$ cat config.mk
export PLATFORM = sky130hd
export DESIGN_NAME = mem_arbiter_flat
export DESIGN_NICKNAME = d
export VERILOG_FILES = /design/src/rtl/mem_pkg.sv /design/src/rtl/mem_arbiter_if.sv /design/src/rtl/mem_arb_id_fifo.sv /design/src/rtl/mem_arbiter.sv /design/src/flat_wrapper.sv
export SDC_FILE = /design/constraint.sdc
export NUM_CORES = 1
export LEC_CHECK = 0
export BUFFER_PORTS_ARGS = -buffer_cell sky130_fd_sc_hd__buf_2
export CAP_MARGIN = 5
export CORE_AREA = 10 10 149 151
export DETAILED_ROUTE_END_ITERATION = 10
export DIE_AREA = 0 0 159 161
export GPL_TIMING_DRIVEN = 1
export HOLD_SLACK_MARGIN = 0.02
export PLACE_DENSITY = 0.44
export SETUP_SLACK_MARGIN = 0.1
export SYNTH_ARGS = -nofsm -noshare
export SYNTH_HDL_FRONTEND = slang
export SYNTH_SLANG_ARGS = --single-unit
$ cat constraint.sdc
create_clock -name clk -period 2.7 [get_ports clk]
set_input_delay 0.405 -clock clk [delete_from_list [all_inputs] [get_ports clk]]
set_output_delay 0.405 -clock clk [all_outputs]
set_load 0.02 [all_outputs]
$ cat src/rtl/mem_pkg.sv
// Shared memory packet types for memory_model and its clients, plus the
// requester id the arbiter tags each READ with.
package mem_pkg;

    typedef enum logic {
        READ  = 1'b0,
        WRITE = 1'b1
    } mem_type_t;

    typedef struct packed {
        mem_type_t   mtype;
        logic [31:0] addr;
        logic [31:0] data;
    } mem_pkt_t;

    typedef enum logic {
        REQ_IF   = 1'b0,
        REQ_DATA = 1'b1
    } arb_id_t;

endpackage

$ cat src/rtl/mem_arbiter_if.sv
// Handshake bundle between the two core memory ports, the arbiter and memory_model.
// The slave modport is the arbiter's view; master is the surrounding system.
interface mem_arbiter_if;
    import mem_pkg::*;

    logic     req0_vld, req0_rdy;
    mem_pkt_t req0_pkt;
    logic     req1_vld, req1_rdy;
    mem_pkt_t req1_pkt;

    logic     rsp0_vld, rsp0_rdy;
    mem_pkt_t rsp0_pkt;
    logic     rsp1_vld, rsp1_rdy;
    mem_pkt_t rsp1_pkt;

    logic     mem_req_vld, mem_req_rdy;
    mem_pkt_t mem_req_pkt;
    logic     mem_rsp_vld, mem_rsp_rdy;
    mem_pkt_t mem_rsp_pkt;

    modport slave (
        input  req0_vld, req0_pkt, req1_vld, req1_pkt,
        output req0_rdy, req1_rdy,
        output rsp0_vld, rsp0_pkt, rsp1_vld, rsp1_pkt,
        input  rsp0_rdy, rsp1_rdy,
        output mem_req_vld, mem_req_pkt, mem_rsp_rdy,
        input  mem_req_rdy, mem_rsp_vld, mem_rsp_pkt
    );

    modport master (
        output req0_vld, req0_pkt, req1_vld, req1_pkt,
        input  req0_rdy, req1_rdy,
        input  rsp0_vld, rsp0_pkt, rsp1_vld, rsp1_pkt,
        output rsp0_rdy, rsp1_rdy,
        input  mem_req_vld, mem_req_pkt, mem_rsp_rdy,
        output mem_req_rdy, mem_rsp_vld, mem_rsp_pkt
    );

endinterface

$ cat src/rtl/mem_arb_id_fifo.sv
// In-order FIFO of requester ids, one entry per READ in flight.
module mem_arb_id_fifo
    import mem_pkg::*;
#(
    parameter int unsigned DEPTH = 4
) (
    input  logic                   clk,
    input  logic                   rst_n,
    input  logic                   push_i,
    input  arb_id_t                push_id_i,
    input  logic                   pop_i,
    output arb_id_t                head_o,
    output logic                   full_o,
    output logic                   empty_o,
    output logic [$clog2(DEPTH):0] count_o
);

    localparam int unsigned PW = $clog2(DEPTH);
    localparam logic [PW:0] FULL_CNT = DEPTH[PW:0];

    arb_id_t       mem_q [DEPTH];
    logic [PW-1:0] wr_ptr_q, wr_ptr_d;
    logic [PW-1:0] rd_ptr_q, rd_ptr_d;
    logic [PW:0]   count_q, count_d;
    logic          push_ok, pop_ok;

    // Fullness is taken from the registered count, so a same-cycle pop never frees a slot for a push.
    assign full_o  = (count_q == FULL_CNT);
    assign empty_o = (count_q == '0);
    assign count_o = count_q;
    assign head_o  = mem_q[rd_ptr_q];
    assign push_ok = push_i & ~full_o;
    assign pop_ok  = pop_i & ~empty_o;

    always_comb begin
        wr_ptr_d = wr_ptr_q;
        rd_ptr_d = rd_ptr_q;
        count_d  = count_q;
        if (push_ok) wr_ptr_d = wr_ptr_q + 1'b1;
        if (pop_ok)  rd_ptr_d = rd_ptr_q + 1'b1;
        if (push_ok && !pop_ok)      count_d = count_q + 1'b1;
        else if (pop_ok && !push_ok) count_d = count_q - 1'b1;
    end

    always_ff @(posedge clk) begin
        if (!rst_n) begin
            wr_ptr_q <= '0;
            rd_ptr_q <= '0;
            count_q  <= '0;
        end else begin
            wr_ptr_q <= wr_ptr_d;
            rd_ptr_q <= rd_ptr_d;
            count_q  <= count_d;
        end
    end

    always_ff @(posedge clk) begin
        if (push_ok) mem_q[wr_ptr_q] <= push_id_i;
    end

endmodule

$ cat src/rtl/mem_arbiter.sv
// Round-robin arbiter sharing memory_model between instruction fetch (req0) and
// data (req1); READ sources are queued so responses return to their originator.
module mem_arbiter
    import mem_pkg::*;
#(
    parameter int unsigned MAX_OUTST = 4
) (
    input  logic           clk,
    input  logic           rst_n,
    mem_arbiter_if.slave   bus,
    output logic           err_unexp_rsp
);

    localparam int unsigned CW = $clog2(MAX_OUTST) + 1;
    localparam logic [CW-1:0] MAX_CNT = CW'(MAX_OUTST);

    arb_id_t       rr_ptr_q, rr_ptr_d;
    arb_id_t       grant_id, head_id;
    mem_pkt_t      grant_pkt;
    logic          err_q, err_d;
    logic          cand0, cand1, req_xfer;
    logic          fifo_push, fifo_pop, fifo_full, fifo_empty;
    logic [CW-1:0] fifo_count;

    mem_arb_id_fifo #(
        .DEPTH (MAX_OUTST)
    ) u_fifo (
        .clk       (clk),
        .rst_n     (rst_n),
        .push_i    (fifo_push),
        .push_id_i (grant_id),
        .pop_i     (fifo_pop),
        .head_o    (head_id),
        .full_o    (fifo_full),
        .empty_o   (fifo_empty),
        .count_o   (fifo_count)
    );

    // A READ is only a candidate while an id slot is free; WRITEs never wait on the FIFO.
    always_comb begin
        cand0 = rst_n & bus.req0_vld & ((bus.req0_pkt.mtype == WRITE) | ~fifo_full);
        cand1 = rst_n & bus.req1_vld & ((bus.req1_pkt.mtype == WRITE) | ~fifo_full);

        if (cand0 && cand1) grant_id = rr_ptr_q;
        else if (cand1)     grant_id = REQ_DATA;
        else                grant_id = REQ_IF;

        grant_pkt       = (grant_id == REQ_DATA) ? bus.req1_pkt : bus.req0_pkt;
        bus.mem_req_vld = cand0 | cand1;
        bus.mem_req_pkt = grant_pkt;
        req_xfer        = (cand0 | cand1) & bus.mem_req_rdy;
        bus.req0_rdy    = req_xfer & (grant_id == REQ_IF);
        bus.req1_rdy    = req_xfer & (grant_id == REQ_DATA);
        fifo_push       = req_xfer & (grant_pkt.mtype == READ);

        rr_ptr_d = rr_ptr_q;
        if (req_xfer) rr_ptr_d = (grant_id == REQ_IF) ? REQ_DATA : REQ_IF;
    end

    // With no READ outstanding a response is swallowed and flagged rather than stalling memory.
    always_comb begin
        bus.rsp0_vld    = 1'b0;
        bus.rsp1_vld    = 1'b0;
        bus.rsp0_pkt    = bus.mem_rsp_pkt;
        bus.rsp1_pkt    = bus.mem_rsp_pkt;
        bus.mem_rsp_rdy = 1'b0;
        fifo_pop        = 1'b0;
        err_d           = err_q;
        if (rst_n) begin
            if (fifo_empty) begin
                bus.mem_rsp_rdy = 1'b1;
                err_d           = err_q | bus.mem_rsp_vld;
            end else if (head_id == REQ_DATA) begin
                bus.rsp1_vld    = bus.mem_rsp_vld;
                bus.mem_rsp_rdy = bus.rsp1_rdy;
                fifo_pop        = bus.mem_rsp_vld & bus.rsp1_rdy;
            end else begin
                bus.rsp0_vld    = bus.mem_rsp_vld;
                bus.mem_rsp_rdy = bus.rsp0_rdy;
                fifo_pop        = bus.mem_rsp_vld & bus.rsp0_rdy;
            end
        end
    end

    always_ff @(posedge clk) begin
        if (!rst_n) begin
            rr_ptr_q <= REQ_IF;
            err_q    <= 1'b0;
        end else begin
            rr_ptr_q <= rr_ptr_d;
            err_q    <= err_d;
        end
    end

    assign err_unexp_rsp = err_q;

    a_count_bound: assert property (@(posedge clk) disable iff (!rst_n) fifo_count <= MAX_CNT);

endmodule

$ cat src/flat_wrapper.sv
// flat-port wrapper written by rule: the top's interface ports become plain ports
module mem_arbiter_flat import mem_pkg::*;
#(
    parameter int unsigned MAX_OUTST = 4
)
  (clk, rst_n, err_unexp_rsp, bus_req0_vld, bus_req0_pkt, bus_req1_vld, bus_req1_pkt, bus_req0_rdy, bus_req1_rdy, bus_rsp0_vld, bus_rsp0_pkt, bus_rsp1_vld, bus_rsp1_pkt, bus_rsp0_rdy, bus_rsp1_rdy, bus_mem_req_vld, bus_mem_req_pkt, bus_mem_rsp_rdy, bus_mem_req_rdy, bus_mem_rsp_vld, bus_mem_rsp_pkt);
  mem_arbiter_if bus_i ();
  input  logic clk;
  input  logic rst_n;
  output logic err_unexp_rsp;
  input wire logic [$bits(bus_i.req0_vld)-1:0] bus_req0_vld;
  input wire logic [$bits(bus_i.req0_pkt)-1:0] bus_req0_pkt;
  input wire logic [$bits(bus_i.req1_vld)-1:0] bus_req1_vld;
  input wire logic [$bits(bus_i.req1_pkt)-1:0] bus_req1_pkt;
  output wire logic [$bits(bus_i.req0_rdy)-1:0] bus_req0_rdy;
  output wire logic [$bits(bus_i.req1_rdy)-1:0] bus_req1_rdy;
  output wire logic [$bits(bus_i.rsp0_vld)-1:0] bus_rsp0_vld;
  output wire logic [$bits(bus_i.rsp0_pkt)-1:0] bus_rsp0_pkt;
  output wire logic [$bits(bus_i.rsp1_vld)-1:0] bus_rsp1_vld;
  output wire logic [$bits(bus_i.rsp1_pkt)-1:0] bus_rsp1_pkt;
  input wire logic [$bits(bus_i.rsp0_rdy)-1:0] bus_rsp0_rdy;
  input wire logic [$bits(bus_i.rsp1_rdy)-1:0] bus_rsp1_rdy;
  output wire logic [$bits(bus_i.mem_req_vld)-1:0] bus_mem_req_vld;
  output wire logic [$bits(bus_i.mem_req_pkt)-1:0] bus_mem_req_pkt;
  output wire logic [$bits(bus_i.mem_rsp_rdy)-1:0] bus_mem_rsp_rdy;
  input wire logic [$bits(bus_i.mem_req_rdy)-1:0] bus_mem_req_rdy;
  input wire logic [$bits(bus_i.mem_rsp_vld)-1:0] bus_mem_rsp_vld;
  input wire logic [$bits(bus_i.mem_rsp_pkt)-1:0] bus_mem_rsp_pkt;
  assign bus_i.req0_vld = bus_req0_vld;
  assign bus_i.req0_pkt = bus_req0_pkt;
  assign bus_i.req1_vld = bus_req1_vld;
  assign bus_i.req1_pkt = bus_req1_pkt;
  assign bus_req0_rdy = bus_i.req0_rdy;
  assign bus_req1_rdy = bus_i.req1_rdy;
  assign bus_rsp0_vld = bus_i.rsp0_vld;
  assign bus_rsp0_pkt = bus_i.rsp0_pkt;
  assign bus_rsp1_vld = bus_i.rsp1_vld;
  assign bus_rsp1_pkt = bus_i.rsp1_pkt;
  assign bus_i.rsp0_rdy = bus_rsp0_rdy;
  assign bus_i.rsp1_rdy = bus_rsp1_rdy;
  assign bus_mem_req_vld = bus_i.mem_req_vld;
  assign bus_mem_req_pkt = bus_i.mem_req_pkt;
  assign bus_mem_rsp_rdy = bus_i.mem_rsp_rdy;
  assign bus_i.mem_req_rdy = bus_mem_req_rdy;
  assign bus_i.mem_rsp_vld = bus_mem_rsp_vld;
  assign bus_i.mem_rsp_pkt = bus_mem_rsp_pkt;
  mem_arbiter #(.MAX_OUTST(MAX_OUTST)) u_core (.clk(clk), .rst_n(rst_n), .bus(bus_i), .err_unexp_rsp(err_unexp_rsp));
endmodule
# Word-level counts from Yosys, hierarchy flattened
# Memories as Yosys holds them, arrays and structs flattened. A register that Yosys moved wholly into a read port is not among the register bits.
# Index checks and enable logic that the tools add are counted.
# W data, S select, Z words.
# word_totals
ff_bits	9
mem_bits_rw	4
input_bits	203
out_inout_bits	202
word_cells	60
mem_count	1
# memory_table
name	depth	width	read_ports	rd_ports_with_merged_regs	write_ports	line	rtl
u_core.u_fifo.mem_q	4	1	1	1	1	mem_arb_id_fifo.sv:21	arb_id_t mem_q [DEPTH];
# op_classes
n_addsub	4
eq_ne	1
muxes	22
bitwise_logic	20
n_reduce_logical	7
# ops
op	n
$mux W65	1
$mux W1	17
$and A1 B1 Y1	12
$mux W3	2
$add A2 B1 Y2 const B	2
$mux W2	2
$not A1 Y1	4
$or A1 B1 Y1	4
$add A3 B1 Y3 const B	1
$eq A3 B3 Y1 const B	1
$logic_and A1 B1 Y1	3
$logic_not A3 Y1	1
$sub A3 B1 Y3 const B	1
$logic_not A1 Y1	2
$reduce_bool A2 Y1	1

# Longest topological paths before layout
# Gate-level depths: netlist of run 1.
# logic_depth
depth_word	14
ltp_mapped	11
depth_no_buf	10

# Modules after synthesis
# Synthesis of run 1 repeated with hierarchy kept, for this count alone.
# unflattened
hier_cells	287
hier_area_um2	2787.7
# modules_own_cells
mod	n_inst	cells_per_inst	area_each_um2	seq_area_each_um2
mem_arbiter	1	234	2155.8	40.0
mem_arb_id_fifo	1	53	631.9	300.3

# Worst setup path before layout of run 1
# OpenSTA, ideal clock, no wires.
# synth_timing
path_kind	reg-to-reg
start	register u_core.u_fifo.count_q[0] (netlist: u_core.u_fifo.count_o[0])
end	register u_core.u_fifo.count_q[2] (netlist: u_core.u_fifo.count_o[2])
setup_ps	76
arrival_ps	2688
required_ps	2624
path_slack_ps	-63
path_stages_with_launch	12
path_buffers	1
synth_period_minus_slack_ps	2763
cell_sequence	dfxtp_1 -> nor4b_4 -> o22ai_1 -> nand2_1 -> and4b_1 -> buf_6 -> ha_1 -> inv_1 -> fa_1 -> xor2_1 -> or3_1 -> a21boi_0
# synth_via
elab_cells_between_ends	29
classes_between	2 x add/sub; 1 x eq/ne; 7 x mux; 12 x bitwise; 7 x reduce/logical
# synth_lines
element	line	rtl
from (decl)	mem_arb_id_fifo.sv:24	logic [PW:0] count_q, count_d;
from (signal assigned)	mem_arb_id_fifo.sv:53	count_q <= count_d;
$eq A3 B3 Y1 (*)	mem_arb_id_fifo.sv:28	assign full_o = (count_q == FULL_CNT);
$not A1 Y1 (*)	mem_arbiter.sv:41, mem_arbiter.sv:42	
$or A1 B1 Y1, on equally long branches	mem_arbiter.sv:41, mem_arbiter.sv:42	
$and A1 B1 Y1, on equally long branches	mem_arbiter.sv:41, mem_arbiter.sv:42	
$or A1 B1 Y1 (*)	n/a	
named net bus_mem_req_vld	flat_wrapper.sv:23	output wire logic [$bits(bus_i.mem_req_vld)-1:0] bus_mem_req_vld;
$and A1 B1 Y1 (*)	mem_arbiter.sv:51	req_xfer = (cand0 | cand1) & bus.mem_req_rdy;
$and A1 B1 Y1 (*)	mem_arbiter.sv:54	fifo_push = req_xfer & (grant_pkt.mtype == READ);
$and A1 B1 Y1 (*)	mem_arb_id_fifo.sv:32	assign push_ok = push_i & ~full_o;
named net u_core.u_fifo.push_ok	mem_arb_id_fifo.sv:25	logic push_ok, pop_ok;
$logic_not A1 Y1	mem_arb_id_fifo.sv:42	else if (pop_ok && !push_ok) count_d = count_q - 1'b1;
$logic_and A1 B1 Y1	mem_arb_id_fifo.sv:42	
$reduce_bool A2 Y1 (no source line)	n/a	
# The timed path passes the listed nets; every way through them passes the cells marked *. The select of a mux whose other input is x is not followed.
# A chain may end at the register's enable or synchronous reset.

# Final worst setup path of run 1
# layout_timing
start	register u_core.u_fifo.count_q[0] (netlist: u_core.u_fifo.count_o[0])
end	output port bus_mem_req_pkt[5]
# layout_via
elab_chain_len	7
elab_cells_between_ends	10
classes_between	1 x eq/ne; 3 x mux; 5 x bitwise; 1 x reduce/logical
# layout_lines
element	line	rtl
$eq A3 B3 Y1 (*)	mem_arb_id_fifo.sv:28	
$not A1 Y1 (*)	mem_arbiter.sv:41, mem_arbiter.sv:42	
$or A1 B1 Y1, on equally long branches	mem_arbiter.sv:42, mem_arbiter.sv:41	
$and A1 B1 Y1, on equally long branches	mem_arbiter.sv:42, mem_arbiter.sv:41	
$mux W1 / $logic_and A1 B1 Y1 (equally long branches)	mem_arbiter.sv:45, mem_arbiter.sv:44	
$mux W1 (*)	mem_arbiter.sv:44	if (cand0 && cand1) grant_id = rr_ptr_q;
$mux W65 (*)	mem_arbiter.sv:48	grant_pkt = (grant_id == REQ_DATA) ? bus.req1_pkt : bus.req0_pkt;
to (decl)	flat_wrapper.sv:24	output wire logic [$bits(bus_i.mem_req_pkt)-1:0] bus_mem_req_pkt;
# Every way passes the cells marked *; elsewhere a longest branch is shown, timed or not.

==> flow_summary.json, run 1 <==
{
  "grt_util_met1_pct": 7.771,
  "synth_adder_area_share_pct": 2.986,
  "row_count": 51,
  "cts.reportedPaths.clkPinSlew_ns": 0.05,
  "multiplexer_area_fraction_after_synthesis_pct": 34.12,
  "finClkSkew_ns": 0.003227,
  "postSynthAreaPerCell_sq_um": 9.668,
  "timing.critical_path.from_type": "flop",
  "post_synth_inst_count": 286,
  "grt.overflow.total": 0,
  "area_delta_synth_final_pct": 24.84,
  "ant_nets": 0,
  "die_area_sq_um": 25600,
  "fp.dieW_um": 159,
  "combinationalPowerShare_pct": 54.0,
  "timing.critical_path.max_delay_family": "buffers and inverters",
  "reg2reg_from": "u_core.u_fifo.count_o[2]$_SDFFE_PN0P_",
  "power.share.sequential_pct": 22.1,
  "iteration_0_drc_count_of_the_detailed_router": 79,
  "share_clk_of_total_power_pct": 23.9,
  "ys_types": 34,
  "arrival_time_at_the_worst_endpoint_ns": 2.12,
  "max-clock-path-buffers": 2,
  "crit_path_depth": 8,
  "power.density_nw_per_um2": 351.2,
  "drive_above_1_share_pct": 82.03,
  "crit_end": "bus_mem_req_pkt[5]",
  "wire_length_of_the_first_global_routing_pass_um": 16440,
  "dieHeight_um": 161,
  "critPathLaunch": "u_core.u_fifo.count_o[0]$_SDFFE_PN0P_",
  "power_leakage_nw": 1.730,
  "pin_count": 405,
  "totalWireLength_um": 12300,
  "viasPerCell": 3.402,
  "dr_total_vias": 2208,
  "numClockSinks": 15,
  "buffer_ports.inserted": 209,
  "most-common-layout-cells": "209 x sky130_fd_sc_hd__buf_2, 40 x sky130_fd_sc_hd__mux2_4, 24 x sky130_fd_sc_hd__mux2_2, 20 x sky130_fd_sc_hd__buf_4, 10 x sky130_fd_sc_hd__nand2_1",
  "cell_area_after_synthesis_sq_um": 2765,
  "list_of_cells_traversed_by_the_critical_path": "nor4b_4 > or2_4 > buf_4 > nor2_4 > buf_4 > clkbuf_16 > mux2_4 > buf_2",
  "fin_crit_sh_pct": 93.60,
  "synth-warning-count": 0,
  "diodes": 0,
  "grt_max_degree": 34,
  "finalMaxSlewViolations": 0,
  "hpwlAfterDp_um": 10700,
  "path_class": "reg -> out",
  "post_drt_wl_per_cell_um": 18.95,
  "grt_setup_unrepaired": "yes",
  "setup-violations-final": 0,
  "clock.fmax_mhz": 395.7,
  "syn-num-nets": 495,
  "slowest_stage": "sky130_fd_sc_hd__dfxtp_4",
  "clock_tree.root_cell": "sky130_fd_sc_hd__clkbuf_16",
  "cp-end-kind": "output port",
  "simple_gate_portion_of_the_synthesized_area_pct": 8.733,
  "reg2reg_slack_ns": 0.19,
  "internal-power_mw": 0.7854,
  "layout.nets": 594,
  "cts_tree": "done",
  "synth-seq-cells": 15,
  "status": "completed",
  "drtPass1Iterations": 4,
  "grt_usage_pct": 8.299,
  "worstReg2RegEnd": "u_core.u_fifo.count_o[2]$_SDFFE_PN0P_",
  "synth_sequential_area_ratio_pct": 12.31,
  "psw_mw": 0.4270,
  "final_util_pct": 17.97,
  "grt_use_met3_pct": 8.388,
  "cts-hold-fix-buffers": 0,
  "min-delay-path-class": "in -> reg",
  "hold_viol_final": 0,
  "routabilityCongestion": 0.7377,
  "slew-limit-headroom_pct": 80.16,
  "htree_num_levels": 1,
  "maximum_vdd_drop_mv": 0.2341,
  "power_switching_share_pct": 35.22,
  "worst-slew-pin-transition_ns": 0.2963,
  "cp.required_ns": 2.30,
  "timing.max_cap.violations": 0,
  "number_of_global_route_vias_before_repair": 2389,
  "synth-xor-area-share_pct": 0.6335,
  "critical_path.max_stage_delay_ns": 0.36,
  "antenna_violations_before_repair": 1,
  "grt_use_met2_pct": 12.92,
  "most_crowded_layer_gr": "met2",
  "start_util_pct": 14.40,
  "max_fo_critical_path": 16,
  "hold-path-cell-count": 3,
  "mostFrequentLayoutCell": "sky130_fd_sc_hd__buf_2",
  "synth_compound_gate_area_share_pct": 2.308,
  "accumulated_negative_setup_slack_ns": 0,
  "crit_top_cell": "sky130_fd_sc_hd__buf_4",
  "synth_top_family_by_area": "buffers and inverters",
  "period_minus_slack_ns": 2.527,
  "worstPathBufferInverterCount": 4,
  "clock_insertion_delay_worst_skew_ns": 0.24,
  "drc_errors": 0,
  "core-area_sq_um": 19210,
  "reg2regPathDepth": 11,
  "cts_buffers": 3
}
worst min-delay path by stage:
| stage | start | endpoint | slack [ns] |
|---|---|---|---|
| 2_1_floorplan | u_core.u_fifo.rd_ptr_q[1]$_SDFFE_PN0P_ | flop | 0.43 |
| 3_3_place_gp | u_core.u_fifo.rd_ptr_q[1]$_SDFFE_PN0P_ | u_core.u_fifo.rd_ptr_q[1]$_SDFFE_PN0P_ | 0.45 |
| 3_5_place_dp | u_core.u_fifo.rd_ptr_q[1]$_SDFFE_PN0P_ | u_core.u_fifo.rd_ptr_q[1]$_SDFFE_PN0P_ | 0.46 |
| 4_1_cts | bus_mem_rsp_vld | u_core.err_unexp_rsp$_SDFFE_PN0P_ | 0.45 |
| 5_1_grt | bus_mem_rsp_vld | u_core.err_unexp_rsp$_SDFFE_PN0P_ | 0.46 |
| 6_report | bus_mem_rsp_vld | u_core.err_unexp_rsp$_SDFFE_PN0P_ | 0.44 |
cells by family after synthesis:
family                   Yosys count
flip-flops                        15
XOR/XNOR                           2
adder cells (fa/ha/maj)            6
multiplexers                      70
AO/OA/AOI/OAI                     11
AND/OR/NAND/NOR                   38
buffers and inverters            144
timing repair:
item,4_1_cts,5_1_grt
setup buffers,3,6
gates cloned,1,1
setup endpoints to repair,48,31
gates resized for setup,7,3
pin swaps,2,4
layer usage:
metal / up-vias / share of wire [%]
met5: - / 0.11
met4: 2 / 0.87
met3: 17 / 21
met2: 246 / 46
met1: 924 / 33
li1: 1019 / -
area by class of cell:
cell class | instances | area [sq um]
flip-flops and latches | 15 | 346.6
repair buffers | 233 | 1294
clock buffers | 4 | 78.83
fillers | 2170 | 15760
inverters | 5 | 18.77
well taps | 265 | 331.6
multi-input cells | 127 | 1383
tightest hold or removal path, delay by kind of cell:
family                 cells  cell delay (ns)
and+or+nand+nor            1             0.09
buffers and inverters      1             0.10
AOI/OAI and AO/OA          1             0.06
per-stage QoR:
step	worst slack, ns	power [mW]	hold slack, ns	std cells	area [sq um]
floorplan	0.1041	0.9295	0.4266	286	2773
global placement	0.09338	0.8942	0.4478	634	3216
detailed placement	0.05946	0.8934	0.4554	634	3216
CTS	0.1014	1.208	0.4474	642	3374
global route	0.04972	1.279	0.4623	649	3452
finish	0.1728	1.212	0.4422	649	3452
synthesized netlist by cell type:
cell type                  count  area, sq um
sky130_fd_sc_hd__buf_4       130        975.9
sky130_fd_sc_hd__mux2_4       40        600.6
sky130_fd_sc_hd__mux2_2       24        270.3
sky130_fd_sc_hd__dfxtp_1      11        220.2
sky130_fd_sc_hd__nand2_1      10        37.54
sky130_fd_sc_hd__nor2_1        7        26.28
sky130_fd_sc_hd__buf_6         6        67.56
sky130_fd_sc_hd__and2_1        5        31.28
sky130_fd_sc_hd__ha_1          5        62.56
sky130_fd_sc_hd__inv_1         5        18.77
sky130_fd_sc_hd__mux2i_1       5        50.05
sky130_fd_sc_hd__edfxtp_1      4        120.1
sky130_fd_sc_hd__o21ai_0       4        20.02
sky130_fd_sc_hd__nor2b_1       3        18.77
sky130_fd_sc_hd__or3_1         3        18.77
sky130_fd_sc_hd__a21boi_0      2        15.01
sky130_fd_sc_hd__a21oi_1       2        10.01
sky130_fd_sc_hd__buf_2         2        10.01
sky130_fd_sc_hd__nand3_1       2        10.01
sky130_fd_sc_hd__nor4b_4       2        47.55
sky130_fd_sc_hd__and3_1        1        6.260
sky130_fd_sc_hd__and4b_1       1        10.01
sky130_fd_sc_hd__clkbuf_1      1        3.750
sky130_fd_sc_hd__fa_1          1        20.02
sky130_fd_sc_hd__mux4_2        1        22.52
sky130_fd_sc_hd__nor2_4        1        11.26
sky130_fd_sc_hd__nor3_1        1        5.000
sky130_fd_sc_hd__nor3_2        1        10.01
sky130_fd_sc_hd__o211ai_1      1        7.510
sky130_fd_sc_hd__o21ai_1       1        5.000
sky130_fd_sc_hd__o22ai_1       1        6.260
sky130_fd_sc_hd__or2_4         1        8.760
sky130_fd_sc_hd__xnor2_1       1        8.760
sky130_fd_sc_hd__xor2_1        1        8.760
power groups by stage:
stage          logic (mW)  clock network, mW  registers, mW
2_1_floorplan       0.654                  0          0.276
3_3_place_gp        0.620                  0          0.274
3_5_place_dp        0.619                  0          0.274
4_1_cts             0.645              0.294          0.268
5_1_grt             0.703              0.306          0.270
6_report            0.655              0.290          0.268
(Power assumes the default switching activity.)
==> inputs of run 2 (changes only) <==
--- a/config.mk
+++ b/config.mk
@@ -5,6 +5,7 @@
 export SDC_FILE = /design/constraint.sdc
 export NUM_CORES = 1
 export LEC_CHECK = 0
+export ABC_AREA = 1
 export BUFFER_PORTS_ARGS = -buffer_cell sky130_fd_sc_hd__buf_2
 export CAP_MARGIN = 5
 export CORE_AREA = 10 10 149 151
@@ -12,7 +13,7 @@
 export DIE_AREA = 0 0 159 161
 export GPL_TIMING_DRIVEN = 1
 export HOLD_SLACK_MARGIN = 0.02
-export PLACE_DENSITY = 0.44
+export PLACE_DENSITY = 0.43
 export SETUP_SLACK_MARGIN = 0.1
 export SYNTH_ARGS = -nofsm -noshare
 export SYNTH_HDL_FRONTEND = slang
==> run 2 against run 1 <==
Net effect: first-iteration DRC count rose to 2.7 times the previous value; clock-buffer cell count down 1; clock skew down 0.0023 ns; clock power down 2%; critical path type is now reg -> reg; critical endpoint is now u_core.u_fifo.count_o[2]$_SDFFE_PN0P_.
==> flow_summary.json, run 2 <==
{
  "status": "completed",
  "timing.critical_path.from_type": "flop",
  "routabilityCongestion": 0.7369,
  "viasPerCell": 3.380,
  "arrival_time_at_the_worst_endpoint_ns": 2.51,
  "placement.setup.worst_slack_ns": 0.2360,
  "cts_buffers": 3,
  "post_cts_gate_resize_count": 0,
  "pin_count": 405,
  "timing.max_cap.violations": 0,
  "max_fo_critical_path": 6,
  "finClkSkew_ns": 0.0009216,
  "slew-limit-headroom_pct": 71.11,
  "synth_sequential_area_ratio_pct": 12.79,
  "syn-num-nets": 662,
  "synth_top_cells_by_area": "sky130_fd_sc_hd__buf_4 38%, sky130_fd_sc_hd__nand2_1 30%, sky130_fd_sc_hd__dfxtp_1 8.3%, sky130_fd_sc_hd__edfxtp_1 4.5%, sky130_fd_sc_hd__inv_1 3.5%",
  "grt.overflow.total": 0,
  "synth_adder_area_share_pct": 3.103,
  "ys_types": 21,
  "period_minus_slack_ns": 2.383,
  "path_class": "reg -> reg",
  "synth-edff-count": 4,
  "clock_tree.root_cell": "sky130_fd_sc_hd__clkbuf_16",
  "die_area_sq_um": 25600,
  "cell_area_after_synthesis_sq_um": 2661,
  "fp.dieW_um": 159,
  "final_util_pct": 16.00,
  "power_leakage_nw": 1.875,
  "core-area_sq_um": 19210,
  "grt_usage_pct": 7.502,
  "synth-xor-area-share_pct": 0.3291,
  "antenna_violations_before_repair": 0,
  "most_used_flip_flop_cell_after_synthesis": "sky130_fd_sc_hd__dfxtp_1",
  "clock.fmax_mhz": 419.7,
  "multiplexer_area_fraction_after_synthesis_pct": 0,
  "hold_viol_final": 0,
  "dieHeight_um": 161,
  "simple_gate_portion_of_the_synthesized_area_pct": 35.35,
  "synth.most_common_cell": "sky130_fd_sc_hd__nand2_1",
  "postSynthAreaPerCell_sq_um": 5.875,
  "grt_setup_unrepaired": "no",
  "clock_insertion_delay_worst_skew_ns": 0.24,
  "worst-slew-pin-transition_ns": 0.4334,
  "area_delta_synth_final_pct": 15.47,
  "drtPass1Iterations": 4,
  "totalWireLength_um": 10680,
  "row_count": 51,
  "cp-end-kind": "flop",
  "dr_total_vias": 2677,
  "drc_errors": 0,
  "synthDominantAreaCellType": "sky130_fd_sc_hd__buf_4",
  "number_of_global_route_vias_before_repair": 2720,
  "max-clock-path-buffers": 2,
  "grt_max_degree": 43,
  "diodes": 0,
  "wire_length_of_the_first_global_routing_pass_um": 15720,
  "number_of_filler_instances_in_the_final_layout": 2257,
  "power.density_nw_per_um2": 352.6,
  "numClockSinks": 15,
  "layout.nets": 737,
  "fin_crit_sh_pct": 88.25,
  "buffer_ports.inserted": 209,
  "cts.reportedPaths.clkPinSlew_ns": 0.05,
  "synth_top_family_by_area": "buffers and inverters",
  "cts-hold-fix-buffers": 0,
  "start_util_pct": 13.86,
  "maximum_vdd_drop_mv": 0.3151,
  "synth_top_area_share_pct": 38.08,
  "setup-violations-final": 0,
  "drive_above_1_share_pct": 42.88,
  "min-delay-path-class": "in -> reg",
  "cts_tree": "done",
  "finalMaxSlewViolations": 0,
  "mostFrequentLayoutCell": "sky130_fd_sc_hd__nand2_1",
  "most-common-layout-cells": "214 x sky130_fd_sc_hd__nand2_1, 209 x sky130_fd_sc_hd__buf_2, 25 x sky130_fd_sc_hd__inv_1, 14 x sky130_fd_sc_hd__nor2_1, 11 x sky130_fd_sc_hd__dfxtp_1",
  "post_drt_wl_per_cell_um": 13.48,
  "setup_slack_ns": 0.3174,
  "synth-seq-cells": 15,
  "synth_common_cells": "215 x sky130_fd_sc_hd__nand2_1, 135 x sky130_fd_sc_hd__buf_4, 25 x sky130_fd_sc_hd__inv_1, 14 x sky130_fd_sc_hd__nor2_1, 11 x sky130_fd_sc_hd__dfxtp_1",
  "ant_nets": 0,
  "synth-warning-count": 0,
  "accumulated_negative_setup_slack_ns": 0,
  "finalHoldWorstSlack_ns": 0.3974,
  "post_synth_inst_count": 453,
  "hpwlAfterDp_um": 9101,
  "htree_num_levels": 1,
  "iteration_0_drc_count_of_the_detailed_router": 214,
  "cts_setup_buffers": 0,
  "synth_compound_gate_area_share_pct": 3.056,
  "postSynth.asyncResetShare_pct": 0,
  "cp.required_ns": 2.83
}
## run 2: cell count changes after synthesis, sizes merged, moves of 6 or more
cell / delta
buf: +6
nand2: +208
a21oi: +7
inv: +22
mux2: -64
nand3: +8
nor2: +6
## run 2: final cells by class
class,count,area [sq um],share of cell area (%)
Multi-Input combinational cell,266,1116,36.32
Timing Repair Buffer,215,1104,35.91
Sequential cell,15,340.3,11.07
Tap cell,265,331.6,10.79
Inverter,27,101.3,3.298
Clock buffer,3,75.07,2.443
Clock inverter,1,5.005,0.1629
## run 2: stage by stage
step | cell area [sq um] | std cells | total power [mW]
6_report | 3073 | 792 | 1.083
5_1_grt | 3073 | 792 | 1.175
4_1_cts | 3070 | 792 | 1.104
3_5_place_dp | 2990 | 788 | 0.8106
3_3_place_gp | 2990 | 788 | 0.8121
2_1_floorplan | 2661 | 453 | 0.8563
## run 2: cells by family after synthesis
| logic type | count (synthesis) |
|---|---|
| AOI/OAI and AO/OA | 15 |
| xor gates and xnor gates | 1 |
| adders and majority gates | 6 |
| buffers and inverters | 172 |
| DFF | 15 |
| and+or+nand+nor | 244 |
## run 2: where the power goes
part           total (mW)  switching (mW)  internal [mW]
sequential          0.254          0.0102          0.243
combinational       0.544           0.336          0.208
clock               0.285          0.0878          0.198
## run 2: worst paths after layout
| kind | from | end | slack [ns] | depth (start not counted) |
|---|---|---|---|---|
| worst max register to register | u_core.u_fifo.count_o[0]$_SDFFE_PN0P_ | u_core.u_fifo.count_o[2]$_SDFFE_PN0P_ | 0.32 | 16 |
| worst min-delay path | bus_mem_rsp_vld | u_core.err_unexp_rsp$_SDFFE_PN0P_ | 0.40 | 3 |
| worst min register to register | u_core.err_unexp_rsp$_SDFFE_PN0P_ | u_core.err_unexp_rsp$_SDFFE_PN0P_ | 0.44 | 2 |
| worst max-delay path | u_core.u_fifo.count_o[0]$_SDFFE_PN0P_ | u_core.u_fifo.count_o[2]$_SDFFE_PN0P_ | 0.32 | 16 |
## run 2: routing by layer
layer | vias up | global-route usage (%) | part of all wire [%]
met1 | 1050 | 8.835 | 43
met5 | - | 0.1972 | 0
met2 | 238 | 10.49 | 40
met4 | 0 | 1.264 | 0.91
met3 | 18 | 5.974 | 17
li1 | 1371 | - | -
## run 2: worst max-delay path, stage by stage (launching register included)
cell                      delay (ns)
sky130_fd_sc_hd__dfxtp_1        0.35
sky130_fd_sc_hd__nor2_1         0.18
sky130_fd_sc_hd__nand3_1        0.11
sky130_fd_sc_hd__nand2_2        0.11
sky130_fd_sc_hd__inv_2          0.05
sky130_fd_sc_hd__nand2_2        0.10
sky130_fd_sc_hd__nand2_1        0.07
sky130_fd_sc_hd__nand2_2        0.11
sky130_fd_sc_hd__nand2_2        0.10
sky130_fd_sc_hd__inv_1          0.07
sky130_fd_sc_hd__ha_1           0.14
sky130_fd_sc_hd__inv_1          0.07
sky130_fd_sc_hd__fa_1           0.37
sky130_fd_sc_hd__a21oi_1        0.15
sky130_fd_sc_hd__o21ai_0        0.12
sky130_fd_sc_hd__o21ai_1        0.13
sky130_fd_sc_hd__a21oi_1        0.05
